### src/rtl/baud_gen_frac_if.sv
// Divisor/control inputs and timing strobes of the fractional
// baud generator, bundled for the UART TX/RX paths.
interface baud_gen_frac_if #(
  parameter int DIV_W  = 16,
  parameter int FRAC_W = 4
);
  logic              enable;
  logic [DIV_W-1:0]  div_int;
  logic [FRAC_W-1:0] div_frac;
  logic              div_load;
  logic              resync;
  logic              os_tick;
  logic              sample_tick;
  logic              bit_tick;

  modport master (
    output enable,
    output div_int,
    output div_frac,
    output div_load,
    output resync,
    input  os_tick,
    input  sample_tick,
    input  bit_tick
  );

  modport slave (
    input  enable,
    input  div_int,
    input  div_frac,
    input  div_load,
    input  resync,
    output os_tick,
    output sample_tick,
    output bit_tick
  );
endinterface

### src/rtl/baud_gen_frac.sv
// Fractional baud generator: oversample, mid-bit and bit strobes
// from an integer.fraction clocks-per-tick divisor.
module baud_gen_frac #(
  parameter int SYSTEM_CLOCK_FREQ = 100000000,
  parameter int BAUD_RATE         = 115200,
  parameter int OVERSAMPLE        = 16,
  parameter int DIV_W             = 16,
  parameter int FRAC_W            = 4
) (
  input logic            clk,
  input logic            reset_n,
  baud_gen_frac_if.slave bus
);
  localparam int OS_W = $clog2(OVERSAMPLE);

  localparam logic [63:0] DEF =
    (64'(SYSTEM_CLOCK_FREQ) << FRAC_W) /
    (64'(BAUD_RATE) * 64'(OVERSAMPLE));

  localparam logic [DIV_W-1:0] DEF_INT =
    DIV_W'(DEF >> FRAC_W);
  localparam logic [FRAC_W-1:0] DEF_FRAC =
    FRAC_W'(DEF);

  localparam logic [OS_W-1:0] OS_MID =
    OS_W'(OVERSAMPLE / 2 - 1);
  localparam logic [OS_W-1:0] OS_LAST =
    OS_W'(OVERSAMPLE - 1);

  logic [DIV_W-1:0]  div_int_reg;
  logic [FRAC_W-1:0] frac_reg;
  logic [DIV_W-1:0]  cnt;
  logic [FRAC_W-1:0] acc;
  logic              carry;
  logic [OS_W-1:0]   os_cnt;
  logic              os_q;
  logic              sample_q;
  logic              bit_q;

  logic [DIV_W-1:0]  div_eff;
  logic [DIV_W-1:0]  cnt_last;
  logic [FRAC_W:0]   acc_sum;
  logic              wrap;

  // Period is div_eff + carry, so the last count is div_eff-1+carry.
  always_comb begin
    div_eff  = (div_int_reg < DIV_W'(2)) ?
               DIV_W'(2) : div_int_reg;
    cnt_last = div_eff - DIV_W'(1) + DIV_W'(carry);
    acc_sum  = {1'b0, acc} + {1'b0, frac_reg};
    wrap     = (cnt == cnt_last);
  end

  always_ff @(posedge clk or negedge reset_n) begin
    if (!reset_n) begin
      div_int_reg <= DEF_INT;
      frac_reg    <= DEF_FRAC;
      cnt         <= '0;
      acc         <= '0;
      carry       <= 1'b0;
      os_cnt      <= '0;
      os_q        <= 1'b0;
      sample_q    <= 1'b0;
      bit_q       <= 1'b0;
    end else begin
      os_q     <= 1'b0;
      sample_q <= 1'b0;
      bit_q    <= 1'b0;
      if (bus.div_load || bus.resync) begin
        if (bus.div_load) begin
          div_int_reg <= bus.div_int;
          frac_reg    <= bus.div_frac;
        end
        cnt    <= '0;
        acc    <= '0;
        carry  <= 1'b0;
        os_cnt <= '0;
      end else if (bus.enable) begin
        if (wrap) begin
          cnt   <= '0;
          acc   <= acc_sum[FRAC_W-1:0];
          carry <= acc_sum[FRAC_W];
          os_q  <= 1'b1;
          if (os_cnt == OS_MID) begin
            sample_q <= 1'b1;
          end
          if (os_cnt == OS_LAST) begin
            os_cnt <= '0;
            bit_q  <= 1'b1;
          end else begin
            os_cnt <= os_cnt + OS_W'(1);
          end
        end else begin
          cnt <= cnt + DIV_W'(1);
        end
      end
    end
  end

  assign bus.os_tick     = os_q;
  assign bus.sample_tick = sample_q;
  assign bus.bit_tick    = bit_q;
endmodule

### src/flat_wrapper.sv
// flat-port wrapper written by rule: the top's interface ports become plain ports
module baud_gen_frac_flat 
#(
  parameter int SYSTEM_CLOCK_FREQ = 100000000,
  parameter int BAUD_RATE         = 115200,
  parameter int OVERSAMPLE        = 16,
  parameter int DIV_W             = 16,
  parameter int FRAC_W            = 4
)
  (clk, reset_n, bus_enable, bus_div_int, bus_div_frac, bus_div_load, bus_resync, bus_os_tick, bus_sample_tick, bus_bit_tick);
  baud_gen_frac_if #(.DIV_W(DIV_W), .FRAC_W(FRAC_W)) bus_i ();
  input logic clk;
  input logic reset_n;
  input wire logic [$bits(bus_i.enable)-1:0] bus_enable;
  input wire logic [$bits(bus_i.div_int)-1:0] bus_div_int;
  input wire logic [$bits(bus_i.div_frac)-1:0] bus_div_frac;
  input wire logic [$bits(bus_i.div_load)-1:0] bus_div_load;
  input wire logic [$bits(bus_i.resync)-1:0] bus_resync;
  output wire logic [$bits(bus_i.os_tick)-1:0] bus_os_tick;
  output wire logic [$bits(bus_i.sample_tick)-1:0] bus_sample_tick;
  output wire logic [$bits(bus_i.bit_tick)-1:0] bus_bit_tick;
  assign bus_i.enable = bus_enable;
  assign bus_i.div_int = bus_div_int;
  assign bus_i.div_frac = bus_div_frac;
  assign bus_i.div_load = bus_div_load;
  assign bus_i.resync = bus_resync;
  assign bus_os_tick = bus_i.os_tick;
  assign bus_sample_tick = bus_i.sample_tick;
  assign bus_bit_tick = bus_i.bit_tick;
  baud_gen_frac #(.SYSTEM_CLOCK_FREQ(SYSTEM_CLOCK_FREQ), .BAUD_RATE(BAUD_RATE), .OVERSAMPLE(OVERSAMPLE), .DIV_W(DIV_W), .FRAC_W(FRAC_W)) u_core (.clk(clk), .reset_n(reset_n), .bus(bus_i));
endmodule
### config.mk
export PLATFORM = sky130hd
export DESIGN_NAME = baud_gen_frac_flat
export DESIGN_NICKNAME = d
export VERILOG_FILES = /design/src/rtl/baud_gen_frac_if.sv /design/src/rtl/baud_gen_frac.sv /design/src/flat_wrapper.sv
export SDC_FILE = /design/constraint.sdc
export NUM_CORES = 1
export LEC_CHECK = 0
export ABC_AREA = 1
export CORE_MARGIN = 1
export CORE_UTILIZATION = 35
export DETAILED_ROUTE_END_ITERATION = 8
export PLACE_DENSITY = 0.54
export SLEW_MARGIN = 10
export SYNTH_ARGS = -nofsm -noshare
export SYNTH_HDL_FRONTEND = slang
export SYNTH_SLANG_ARGS = --single-unit
### constraint.sdc
create_clock -name clk -period 6.3 [get_ports clk]
set_input_delay 1.26 -clock clk [delete_from_list [all_inputs] [get_ports clk]]
set_output_delay 1.26 -clock clk [all_outputs]
set_load 0.01 [all_outputs]
After elaboration in Yosys (flattened, before gate mapping) --
Index checks and enable logic that the tools add are counted.
Word-level totals: flip-flop bits (word level) 48, output and inout bits 3, input bits 25, logic and storage cells 48
Cells by class: reductions and logical operators 5, $lt $le $gt $ge 1, $add $sub $neg 5, multiplexer cells 25, equality and inequality tests 3
Operators with widths (number):
- 16-bit 2-to-1 mux | 4
- 4-bit 2-to-1 mux | 7
- 16-bit by 1-bit adder with 16-bit output | 1
- 16-bit by 1-bit adder with 16-bit output, second input constant | 1
- 16-bit == test | 1
- 16-bit by 2-bit < comparator with 1-bit output, second input constant | 1
- 16-bit by 1-bit subtractor with 16-bit output, second input constant | 1
- 1-bit 2-to-1 mux | 14
- 4-bit by 4-bit adder with 5-bit output | 1
- 4-bit by 1-bit adder with 4-bit output, second input constant | 1
- 4-bit by 3-bit == test with 1-bit output, second input constant | 1
- 4-bit == test, second input constant | 1
- 2-bit AND reduction | 2
- 2-bit nonzero test | 2
- 1-bit logical OR | 1

Longest topological paths before layout --
Gate-level depths: netlist of the first run.
depth in word-level cells 8, gate-level depth with buffers 22, gate-level depth less buffers 20

Worst setup path after synthesis of the first run --
No wires, ideal clock.
kind register to register, from reg u_core.div_int_reg[13], to reg u_core.cnt[11], stages on the path, launching flop included 19, period minus slack after synthesis 2790 ps, path buffers 2, slack 3510 ps, data required time 6178 ps, data arrival time 2668 ps, cells stage by stage dfrtp_1 -> nor2_1 -> nand2_1 -> nor2_1 -> nand2_2 -> buf_6 -> nand2_1 -> ha_1 -> ha_1 -> nand2_1 -> nor3_1 -> nand2_1 -> xor2_1 -> nand3_1 -> nor2_2 -> nand3_4 -> nand2_4 -> buf_12 -> nor2_2
Between the ends: cells in the longest elaborated chain, start to end 8
RTL lines:
- from (decl) | line baud_gen_frac.sv:30 | logic [DIV_W-1:0] div_int_reg;
- from (signal assigned) | line baud_gen_frac.sv:71 | div_int_reg <= bus.div_int;
- 16-bit by 2-bit < comparator with 1-bit output | line baud_gen_frac.sv:47 | div_eff = (div_int_reg < DIV_W'(2)) ?
- 16-bit 2-to-1 mux (*) | line baud_gen_frac.sv:47
- 16-bit by 1-bit subtractor with 16-bit output (*) | line baud_gen_frac.sv:49 | cnt_last = div_eff - DIV_W'(1) + DIV_W'(carry);
- 16-bit by 1-bit adder with 16-bit output (*) | line baud_gen_frac.sv:49
- 16-bit == test (*) | line baud_gen_frac.sv:51 | wrap = (cnt == cnt_last);
- 16-bit 2-to-1 mux (*) | line baud_gen_frac.sv:79 | if (wrap) begin
- 16-bit 2-to-1 mux (*) | line baud_gen_frac.sv:78 | end else if (bus.enable) begin
- 16-bit 2-to-1 mux (*) | line baud_gen_frac.sv:69 | if (bus.div_load || bus.resync) begin
- to (signal assigned) | line baud_gen_frac.sv:94 | cnt <= cnt + DIV_W'(1);
- to (decl) | line baud_gen_frac.sv:32 | logic [DIV_W-1:0] cnt;
Mark *: on every way between the ends. The rest lies on a longest branch, timed or not. The select of a mux whose other input is x is not followed. A chain may end at the register's enable or synchronous reset.

Worst setup path after layout of the first run --
from in bus_div_load, to reg u_core.cnt[14]
Between the ends: cells in the longest elaborated chain, start to end 2, elaborated cells between the ends (all ways) 3
RTL lines:
- from (decl) | line flat_wrapper.sv:17 | input wire logic [$bits(bus_i.div_load)-1:0] bus_div_load;
- 1-bit logical OR (*) | line baud_gen_frac.sv:69
- 16-bit 2-to-1 mux or 2-bit nonzero test (tied branches)
Mark *: on every way between the ends. The rest lies on a longest branch, timed or not.

==> impl_metrics.csv, run 1 <==
group,metric,value,unit
worst_setup_path,cp-startpoint,"bus_div_load",
clock_network,cts_root_buffer,"clkbuf_8",
final_layout,multi_input_area,1790,µm²
synth,syn_area,3223,µm²
final_layout,nets,458,
grt,grt_use_total,15.77,%
drt,routed_via_density,4.959,
sta,layout_min_cycle_time,3.720,ns
synth,yosys-top-cells-count,"nand2_1 (86), dfrtp_1 (43), nor2_1 (43), inv_1 (39), nand3_1 (32)",
grt,grt_max_degree,49,
placed_design,dp_slack,2.244,ns
worst_setup_path,cp-endpoint,"u_core.cnt[14]",
synth,synthFlopType,"dfrtp_1",
sta,grt_setup_unrepaired,"no",
final_layout,drive_above_1_share,13.65,%
power_and_ir_drop,p_leak,1.639,nW
drt,via_count,2643,
sta,timing.slew.headroom,34.39,%
synth,synth_top_area_share,33.39,%
sta,final-setup-viol-count,0,
clock_network,path_clk_slew,0.09,ns
power_and_ir_drop,swShare,28.97,%
sta,finalCritPeriodShare,59.05,%
sta,worst_slack,2.580,ns
floorplan,core-area,8806,µm²
drt,drc,2,
sta,max_freq,268.8,MHz
worst_setup_path,crit_type,"in -> reg",
worst_hold_path,hold_class,"reg -> reg",
worst_setup_path,crit_required,6.48,ns
power_and_ir_drop,power_frac_comb,18.7,%
synth,synth_seq_area_share,37.46,%
worst_setup_path,arrival,3.90,ns
worst_setup_path,crit_path_end_kind,"flop",
drt,wire_per_inst,13.12,µm
synth,async_flop_share,100.0,%
clock_network,cts_setup_buffers,0,
synth,synth_area_per_cell,8.078,µm²
clock_network,clockBufferDepth,2,
grt,grt_overflow,0,
synth,yosysTopAreaCell,"dfrtp_1",
sta,hold_viol,0,
job,maxCapViolCount,0,
final_layout,syn_to_final_growth,13.08,%
power_and_ir_drop,irDropWorstVdd,0.00007260,V
power_and_ir_drop,power_frac_seq,53.3,%
synth,yosys-top-cells-area,"dfrtp_1 (33%), nand2_1 (10%), xor2_1 (7.3%), nor2_1 (5.0%), nand3_1 (5.0%)",
worst_setup_path,slowest_delay,0.92,ns
drt,drt_iter0_markers,91,
final_layout,num-fill-cells,909,
placed_design,place_hpwl,5354,µm
sta,fin_skew,0.007969,ns
worst_setup_path,critPathLaunchType,"primary input",
power_and_ir_drop,powerDensity,175.5,nW/µm²
sta,tightest_slew,0.9810,ns
final_layout,seq_area,1207,µm²
clock_network,cts_hold_buf,0,
clock_network,clkLatencyLatePin,0.30,ns
worst_setup_path,worstPathCellList,"clkdlybuf4s50_1, nor2_1, buf_4, inv_1, nor2_1, inv_1, nand3_1, nor3_1, nand2_1, xor2_1, nor2_2",
worst_setup_path,ff2ff_path_depth,16,
power_and_ir_drop,p_int,454.4,µW
sta,tns,0,ns
synth,synthMostInstantiatedCell,"nand2_1",
power_and_ir_drop,netSwitchingPower,185.4,µW
synth,synth_cell_types,38,
clock_network,cts.sink_count,48,
clock_network,cts_tree,"built",
floorplan,io_pins,28,
synth,yosysWarnings,0,
clock_network,h-tree-depth,2,
synth,synth-edff-count,0,
final_layout,final_cells,533,
floorplan,die_x,97.96,µm
worst_setup_path,r2r_end,"u_core.cnt[10]",
floorplan,row_count,34,
final_layout,diodes,0,
worst_setup_path,r2r_slack,2.76,ns
placed_design,dpl.cell_count,525,
power_and_ir_drop,pwr-share-clk,28.0,%
clock_network,post_cts_resized,0,
placed_design,portBuffers,27,
drt,routed_wl,6993,µm
floorplan,start_util,36.60,%
grt,grt_pass1_vias,2728,
floorplan,floorplan.die_area,9596,µm²
floorplan,die_h,97.96,µm
worst_setup_path,timing.rr.start,"u_core.div_int_reg[13]",
status,violations,"DRC",
status,outcome,"complete, but fails checks",
drt,drtPass1Iterations,6,
worst_setup_path,cp_slowest_cell,"clkdlybuf4s50_1",
synth,syn-num-nets,433,
placed_design,place_congestion,0.8137,
worst_setup_path,cp_max_fo,28,
synth,ys_seq_elements,48,
synth,syn_inst,399,
sta,drv_slew,0,
drt,drtAntennaViolNets,0,
clock_network,numCtsBuffers,5,
grt,antenna_found_initial,0,
grt,grt_pass1_wl,12290,µm
sta,worst_hold_slack,0.5037,ns
-- layout make-up --
| cell class | instances | share of cell area [%] |
|---|---|---|
| tap | 108 | 3.708 |
| sequential | 48 | 33.13 |
| multi-input combinational | 300 | 49.12 |
| clock buffer | 7 | 2.094 |
| inverter | 40 | 4.119 |
| clock inverter | 1 | 0.1373 |
| timing repair buffer | 29 | 7.690 |
-- placed cells by master, fill, tap and decap left out, types with 2 or more instances in the layout --
cell / netlist / layout
nand4_1: 23 / 23
nor2_1: 43 / 43
nand2_4: 2 / 2
nand3_2: 2 / 2
o21ai_0: 12 / 12
clkdlybuf4s50_1: 0 / 26
nand2_2: 2 / 2
xor2_1: 27 / 27
nand2_1: 86 / 86
nor2_2: 16 / 16
inv_1: 39 / 39
dfstp_2: 5 / 5
nand3_1: 32 / 32
or2_2: 2 / 2
xnor2_1: 8 / 8
nor3_1: 6 / 6
mux2_2: 13 / 13
clkbuf_1: 4 / 2
ha_1: 8 / 8
clkbuf_8: 0 / 5
a21oi_1: 5 / 5
dfrtp_1: 43 / 43
buf_4: 0 / 2
-- power by group through the flow --
stage,clock network (mW),logic [mW],registers [mW]
2_1_floorplan,0,0.0860,0.342
3_3_place_gp,0,0.118,0.347
3_5_place_dp,0,0.120,0.347
4_1_cts,0.188,0.121,0.341
5_1_grt,0.202,0.135,0.344
6_report,0.179,0.120,0.341
-- metal layers --
layer | wire (µm) | vias up | global-route usage [%]
li1 | - | 1343 | -
met2 | 3436 | 41 | 28.17
met1 | 3259 | 1250 | 19.63
met3 | 210 | 9 | 2.362
met4 | 87 | 0 | 4.545
met5 | 0 | - | 0
-- per-stage QoR --
step | area [µm²] | utilization [%] | total power [mW]
global placement | 3563 | 40.47 | 0.4648
detailed placement | 3563 | 40.47 | 0.4676
CTS | 3645 | 41.39 | 0.6503
finish | 3645 | 41.39 | 0.6398
floorplan | 3223 | - | 0.4275
global route | 3645 | 41.39 | 0.6805
-- worst min path at each step --
stage,startpoint,endpoint,slack (ns),cells after the start
6_report,u_core.carry,u_core.carry,0.50,2
3_5_place_dp,u_core.carry,u_core.carry,0.49,2
5_1_grt,u_core.acc[0],u_core.acc[0],0.54,2
4_1_cts,u_core.carry,u_core.carry,0.51,2
3_3_place_gp,u_core.carry,u_core.carry,0.49,2
2_1_floorplan,u_core.carry,u_core.carry,0.47,2
-- cell families (layout without fill, tap and decap cells) --
logic type      after synthesis  after routing  synth area share [%]
compound gates               20             20                 3.416
xor+xnor                     36             36                 10.21
fa+ha+maj                     9              9                 3.727
buf+inv                      51             77                 6.987
flops                        48             48                 37.46
mux                          13             13                 4.542
simple gates                222            222                 33.66
-- critical path, delay by kind of cell --
| kind | cells | cell delay [ns] |
|---|---|---|
| xor+xnor | 1 | 0.17 |
| buf+inv | 4 | 1.50 |
| simple gates | 6 | 0.96 |
Power figures use the tool's default switching activity.
==> run 2, diff against run 1 <==
--- a/config.mk
+++ b/config.mk
@@ -9,7 +9,7 @@
 export CORE_MARGIN = 1
 export CORE_UTILIZATION = 35
 export DETAILED_ROUTE_END_ITERATION = 8
-export PLACE_DENSITY = 0.54
+export PLACE_DENSITY = 0.56
 export SLEW_MARGIN = 10
 export SYNTH_ARGS = -nofsm -noshare
 export SYNTH_HDL_FRONTEND = slang
==> constraint.sdc (replaced) <==
create_clock -name clk -period 3 [get_ports clk]
set_input_delay 0.6 -clock clk [delete_from_list [all_inputs] [get_ports clk]]
set_output_delay 0.6 -clock clk [all_outputs]
set_load 0.01 [all_outputs]
==> run 2 against run 1 <==
Effect of this change:
- the flow still finishes with violations (DRC)
- hold slack got worse by 0.11 ns
- global-route usage grew 0.94 points
- count of clock-buffer cells in the layout is 1 lower
- critical endpoint is now u_core.cnt[9]
- sequential cell count unchanged
- register-to-register slack lost 2.6 ns
- final cell count grew 4.5%
==> impl_metrics.csv, run 2 (synthesized netlist as in run 1, its figures left out) <==
group,metric,value,unit
status,outcome,"complete, but fails checks",
status,violations,"DRC",
power_and_ir_drop,swShare,27.24,%
sta,layout_min_cycle_time,2.794,ns
power_and_ir_drop,power_frac_comb,20.3,%
final_layout,final_cells,557,
final_layout,num-fill-cells,855,
job,maxCapViolCount,0,
worst_setup_path,cp_slowest_cell,"dfrtp_1",
floorplan,core-area,8806,µm²
worst_setup_path,crit_path_end_kind,"flop",
worst_setup_path,crit_required,3.20,ns
placed_design,dpl.cell_count,541,
drt,wire_per_inst,13.97,µm
worst_setup_path,worst_path_dominant_cell_family,"simple AND/OR/NAND/NOR gates",
power_and_ir_drop,p_leak,1.813,nW
floorplan,floorplan.die_area,9596,µm²
sta,hold_viol,0,
final_layout,final_cell_mix,"nand2_1 (83), dfrtp_1 (42), inv_1 (39), nor2_1 (37), nand3_1 (32)",
sta,max_freq,357.9,MHz
placed_design,portBuffers,27,
drt,drtPass1Iterations,6,
sta,tightest_slew,0.8695,ns
grt,grt_overflow,0,
sta,fin_skew,0.005972,ns
clock_network,path_clk_slew,0.09,ns
floorplan,die_h,97.96,µm
clock_network,cts_tree,"built",
drt,routed_wl,7784,µm
final_layout,drive_above_1_share,21.83,%
grt,grt_use_total,16.71,%
grt,grt_max_degree,39,
sta,finalCritPeriodShare,93.14,%
final_layout,diodes,0,
grt,grt_pass1_vias,2798,
worst_setup_path,critPathLaunchType,"flop",
placed_design,place_congestion,0.8077,
power_and_ir_drop,netSwitchingPower,432.3,µW
floorplan,die_x,97.96,µm
worst_setup_path,crit_type,"reg -> reg",
power_and_ir_drop,powerDensity,395.3,nW/µm²
clock_network,clkLatencyLatePin,0.30,ns
final_layout,nets,482,
clock_network,numCtsBuffers,5,
power_and_ir_drop,pwr-share-clk,35.5,%
drt,drt_iter0_markers,126,
power_and_ir_drop,irDropWorstVdd,0.0002642,V
worst_hold_path,hold_class,"in -> async",
sta,drv_slew,0,
worst_setup_path,worstPathCellList,"nor2_2, nand2_2, nor2_4, nand2_2, nand2_1, ha_1, ha_2, nand2_4, nor3_4, nand2_1, xor2_2, nand3_1, nor2_4, nand3_4, nand2_8, nor2_1",
placed_design,place_hpwl,5721,µm
final_layout,syn_to_final_growth,24.53,%
worst_setup_path,slowest_delay,0.42,ns
power_and_ir_drop,p_int,1.154,mW
worst_setup_path,cp_num_buf_inv,0,
clock_network,h-tree-depth,2,
worst_setup_path,arrival,2.99,ns
grt,grt_pass1_wl,12920,µm
clock_network,cts.sink_count,48,
grt,antenna_found_initial,0,
worst_setup_path,cp_max_fo,7,
floorplan,start_util,36.60,%
clock_network,cts_root_buffer,"clkbuf_8",
final_layout,finish.utilization,45.58,%
drt,drc,3,
drt,via_count,2752,
drt,routed_via_density,4.941,
power_and_ir_drop,power_frac_seq,44.2,%
final_layout,layout_commonest_cell,"nand2_1",
floorplan,io_pins,28,
sta,final-setup-viol-count,0,
sta,timing.slew.headroom,42.03,%
clock_network,cts_hold_buf,0,
clock_network,clockBufferDepth,2,
floorplan,row_count,34,
drt,drtAntennaViolNets,0,
[run 2: changes by cell type in the layout (fill, tap and decap cells not counted), sizes merged]
cell    change
buf        +21
nand3       +1
nand2       +1
nor2        +1
clkbuf      -1
bufinv      +2
clkinv      -1
[run 2: timing repair]
| item | CTS | global route |
|---|---|---|
| setup buffers | 0 | 5 |
| cloned | 1 | 2 |
| pin swaps | 1 | 5 |
| endpoints found under the hold margin | 0 | 0 |
| setup endpoints to repair | 22 | 26 |
| resized for setup | 5 | 24 |
[run 2: final timing paths]
check / startpoint / endpoint / slack, ns / cells after the start
max: u_core.div_int_reg[8] / u_core.cnt[9] / 0.21 / 16
min: reset_n / u_core.div_int_reg[12] / 0.39 / 1
max reg2reg: u_core.div_int_reg[8] / u_core.cnt[9] / 0.21 / 16
min reg2reg: u_core.acc[0] / u_core.acc[0] / 0.52 / 2
max in group asynchronous: reset_n / u_core.os_cnt[2] / 1.91 / 2
min in group clk: u_core.acc[0] / u_core.acc[0] / 0.52 / 2
[run 2: layout make-up]
cell class	count	area (µm²)	area share [%]
well taps	108	135.1	3.367
clock inverters	2	60.06	1.496
flip-flops and latches	48	1209	30.11
multi-input cells	303	1946	48.47
clock buffers	6	72.57	1.808
repair buffers	50	441.7	11.00
inverters	40	150.1	3.741
[run 2: per-layer routing]
metal,wire length (µm),share of wire [%],global-route usage [%]
met3,241,3.1,2.935
met5,0,0,0
met1,3573,46,20.71
met4,87,1.1,4.429
met2,3881,50,29.79
[run 2: metrics by stage]
step / hold slack (ns) / worst slack [ns] / setup TNS, ns / total power, mW / cell area [µm²]
after floorplan: 0.3044 / 0.2099 / 0 / 0.8978 / 3223
after global placement: 0.4980 / -0.06942 / -1.203 / 1.000 / 3684
after detailed placement: 0.5020 / -0.04435 / -0.4742 / 1.004 / 3684
after CTS: 0.4443 / 0.007363 / 0 / 1.574 / 3851
after global routing: 0.4646 / -0.01301 / -0.03480 / 1.664 / 4014
final: 0.3927 / 0.2058 / 0 / 1.587 / 4014
[run 2: power groups by stage]
| stage | clock network [mW] | registers, mW | logic, mW |
|---|---|---|---|
| CTS | 0.577 | 0.702 | 0.295 |
| finish | 0.563 | 0.702 | 0.322 |
| global route | 0.597 | 0.706 | 0.362 |
| floorplan | 0 | 0.717 | 0.181 |
| global placement | 0 | 0.714 | 0.286 |
| detailed placement | 0 | 0.714 | 0.290 |
==> run 3, diff against run 2 <==
--- a/config.mk
+++ b/config.mk
@@ -9,8 +9,7 @@
 export CORE_MARGIN = 1
 export CORE_UTILIZATION = 35
 export DETAILED_ROUTE_END_ITERATION = 8
-export PLACE_DENSITY = 0.56
-export SLEW_MARGIN = 10
+export PLACE_DENSITY = 0.54
 export SYNTH_ARGS = -nofsm -noshare
 export SYNTH_HDL_FRONTEND = slang
 export SYNTH_SLANG_ARGS = --single-unit
==> constraint.sdc (replaced) <==
create_clock -name clk -period 2.9 [get_ports clk]
set_input_delay 0.58 -clock clk [delete_from_list [all_inputs] [get_ports clk]]
set_output_delay 0.58 -clock clk [all_outputs]
set_load 0.01 [all_outputs]
==> run 3 against run 2 <==
Effect of this change:
- final cell count is 0.72% higher
- combinational power is 6.2% higher
- utilization is 0.38 points lower
- the flow still finishes with violations (DRC)
- hold slack worse by 0.023 ns
- cell area is 0.84% lower
- critical path type unchanged
- highest routed layer unchanged
- routed wire length is 3.0% lower
- sequential share of layout area is 0.22 points higher
- setup slack worse by 0.030 ns
- power is 0.64% higher
==> impl_metrics.csv, run 3 (synthesized netlist as in run 1, its figures left out) <==
group,metric,value,unit
status,outcome,"complete, but fails checks",
status,violations,"DRC",
power_and_ir_drop,power_frac_seq,45.3,%
grt,grt_pass1_vias,2819,
worst_setup_path,worstPathCellList,"nor2_2, nand2_2, nor2_4, nand2_2, nand2_1, ha_1, nor3b_4, buf_12, nand4_1, xor2_1, nand2_1, nor2_2, nand2_2, nor2_2, nand4_1, nand2_1",
clock_network,cts.sink_count,48,
clock_network,path_clk_slew,0.10,ns
sta,drv_slew,0,
drt,routed_wl,7549,µm
floorplan,core-area,8806,µm²
grt,antenna_found_initial,0,
worst_setup_path,ff2ff_path_depth,16,
clock_network,clkLatencyLatePin,0.31,ns
floorplan,floorplan.die_area,9596,µm²
grt,grt_overflow,0,
placed_design,place_congestion,0.8231,
clock_network,numCtsBuffers,5,
floorplan,start_util,36.60,%
worst_setup_path,cp_slowest_cell,"dfrtp_1",
drt,drtAntennaViolNets,0,
final_layout,diodes,0,
final_layout,nets,486,
sta,worst_slack,0.1762,ns
worst_hold_path,hold_class,"in -> async",
power_and_ir_drop,power_frac_comb,21.4,%
power_and_ir_drop,p_leak,1.809,nW
placed_design,portBuffers,27,
grt,grt_max_degree,49,
placed_design,dpl.cell_count,550,
drt,drt_iter0_markers,121,
floorplan,die_x,97.96,µm
final_layout,final_cells,561,
clock_network,h-tree-depth,2,
sta,max_freq,367.1,MHz
drt,via_count,2767,
sta,hold_viol,0,
final_layout,layout_commonest_cell,"nand2_1",
floorplan,row_count,34,
worst_setup_path,arrival,2.98,ns
worst_setup_path,critPathLaunchType,"flop",
drt,drc,2,
sta,grt_setup_unrepaired,"yes",
worst_setup_path,crit_type,"reg -> reg",
sta,final-setup-viol-count,0,
power_and_ir_drop,irDropWorstVdd,0.0002201,V
grt,grt_pass1_wl,13180,µm
worst_setup_path,worst_path_dominant_cell_family,"simple AND/OR/NAND/NOR gates",
sta,fin_skew,0.01402,ns
final_layout,final_cell_mix,"nand2_1 (83), dfrtp_1 (43), inv_1 (39), nor2_1 (36), nand3_1 (32)",
floorplan,io_pins,28,
power_and_ir_drop,powerDensity,401.2,nW/µm²
worst_setup_path,cp_max_fo,11,
power_and_ir_drop,netSwitchingPower,454.2,µW
worst_setup_path,r2r_end,"u_core.acc[1]",
grt,grt_use_total,17.22,%
worst_setup_path,timing.rr.start,"u_core.div_int_reg[9]",
drt,wire_per_inst,13.46,µm
final_layout,syn_to_final_growth,23.49,%
placed_design,place_hpwl,5644,µm
drt,drtPass1Iterations,6,
clock_network,cts_root_buffer,"clkbuf_8",
sta,timing.slew.headroom,57.60,%
job,maxCapViolCount,0,
sta,tightest_slew,0.6360,ns
sta,layout_min_cycle_time,2.724,ns
power_and_ir_drop,swShare,28.44,%
worst_setup_path,cp_num_buf_inv,1,
worst_setup_path,crit_required,3.15,ns
drt,routed_via_density,4.932,
floorplan,die_h,97.96,µm
power_and_ir_drop,pwr-share-clk,33.2,%
sta,finalCritPeriodShare,93.93,%
worst_setup_path,slowest_delay,0.40,ns
power_and_ir_drop,p_int,1.143,mW
worst_setup_path,r2r_slack,0.18,ns
clock_network,clockBufferDepth,2,
placed_design,dp_slack,-0.004021,ns
clock_network,cts_tree,"built",
final_layout,drive_above_1_share,22.74,%
worst_setup_path,crit_path_end_kind,"flop",
-- run 3: changes by cell type in the layout (fill, tap and decap cells not counted), sizes merged --
cell,delta
buf,+6
bufinv,-1
clkinv,+1
nand2,-1
nand3,-1
-- run 3: through the flow --
| step | TNS [ns] | power, mW | area [µm²] | util [%] | hold WS (ns) |
|---|---|---|---|---|---|
| after floorplan | 0 | 0.9288 | 3223 | - | 0.2844 |
| after global placement | 0 | 1.059 | 3764 | 42.74 | 0.4833 |
| after detailed placement | -0.007021 | 1.060 | 3764 | 42.74 | 0.5003 |
| after CTS | 0 | 1.596 | 3892 | 44.20 | 0.3933 |
| after global routing | -0.08152 | 1.676 | 3980 | 45.20 | 0.4304 |
| final | 0 | 1.597 | 3980 | 45.20 | 0.3697 |
-- run 3: worst max path at each step --
stage / start / to / slack [ns] / cells after the start
after global routing: u_core.div_int_reg[9] / u_core.cnt[9] / -0.03 / 20
after global placement: u_core.div_int_reg[8] / u_core.acc[0] / 0.02 / 18
final: u_core.div_int_reg[9] / u_core.acc[1] / 0.18 / 16
after CTS: u_core.div_int_reg[7] / u_core.acc[1] / 0.05 / 18
after detailed placement: u_core.div_int_reg[8] / u_core.os_cnt[2] / -0.004 / 17
after floorplan: u_core.div_int_reg[13] / u_core.cnt[11] / 0.11 / 18
-- run 3: cell type report --
class | count | area [µm²]
clock buffers | 6 | 82.58
flip-flops and latches | 48 | 1207
repair buffers | 56 | 499.2
fillers | 897 | 4826
inverters | 40 | 150.1
well taps | 108 | 135.1
multi-input cells | 301 | 1867
clock inverters | 2 | 38.79
-- run 3: routing by layer --
metal / GRT usage (%) / vias to the layer above / part of all wire, %
li1: - / 1397 / -
met1: 22.24 / 1303 / 46
met2: 29.47 / 57 / 48
met3: 2.863 / 10 / 4.2
met4: 5.128 / 0 / 1.4
met5: 0 / - / 0
-- run 3: repair_timing --
item                                    CTS  global route
hold buffers                              0             0
buffers inserted                          0             2
endpoints found under the setup margin    2            24
gates resized for setup                   2            17
gates cloned                              0             1
pin swaps                                 0             9
-- run 3: power by group through the flow --
stage / clock network, mW / registers [mW] / logic, mW
final: 0.531 / 0.724 / 0.342
after global routing: 0.566 / 0.728 / 0.382
after CTS: 0.545 / 0.722 / 0.328
after detailed placement: 0 / 0.735 / 0.325
after global placement: 0 / 0.735 / 0.324
after floorplan: 0 / 0.742 / 0.187
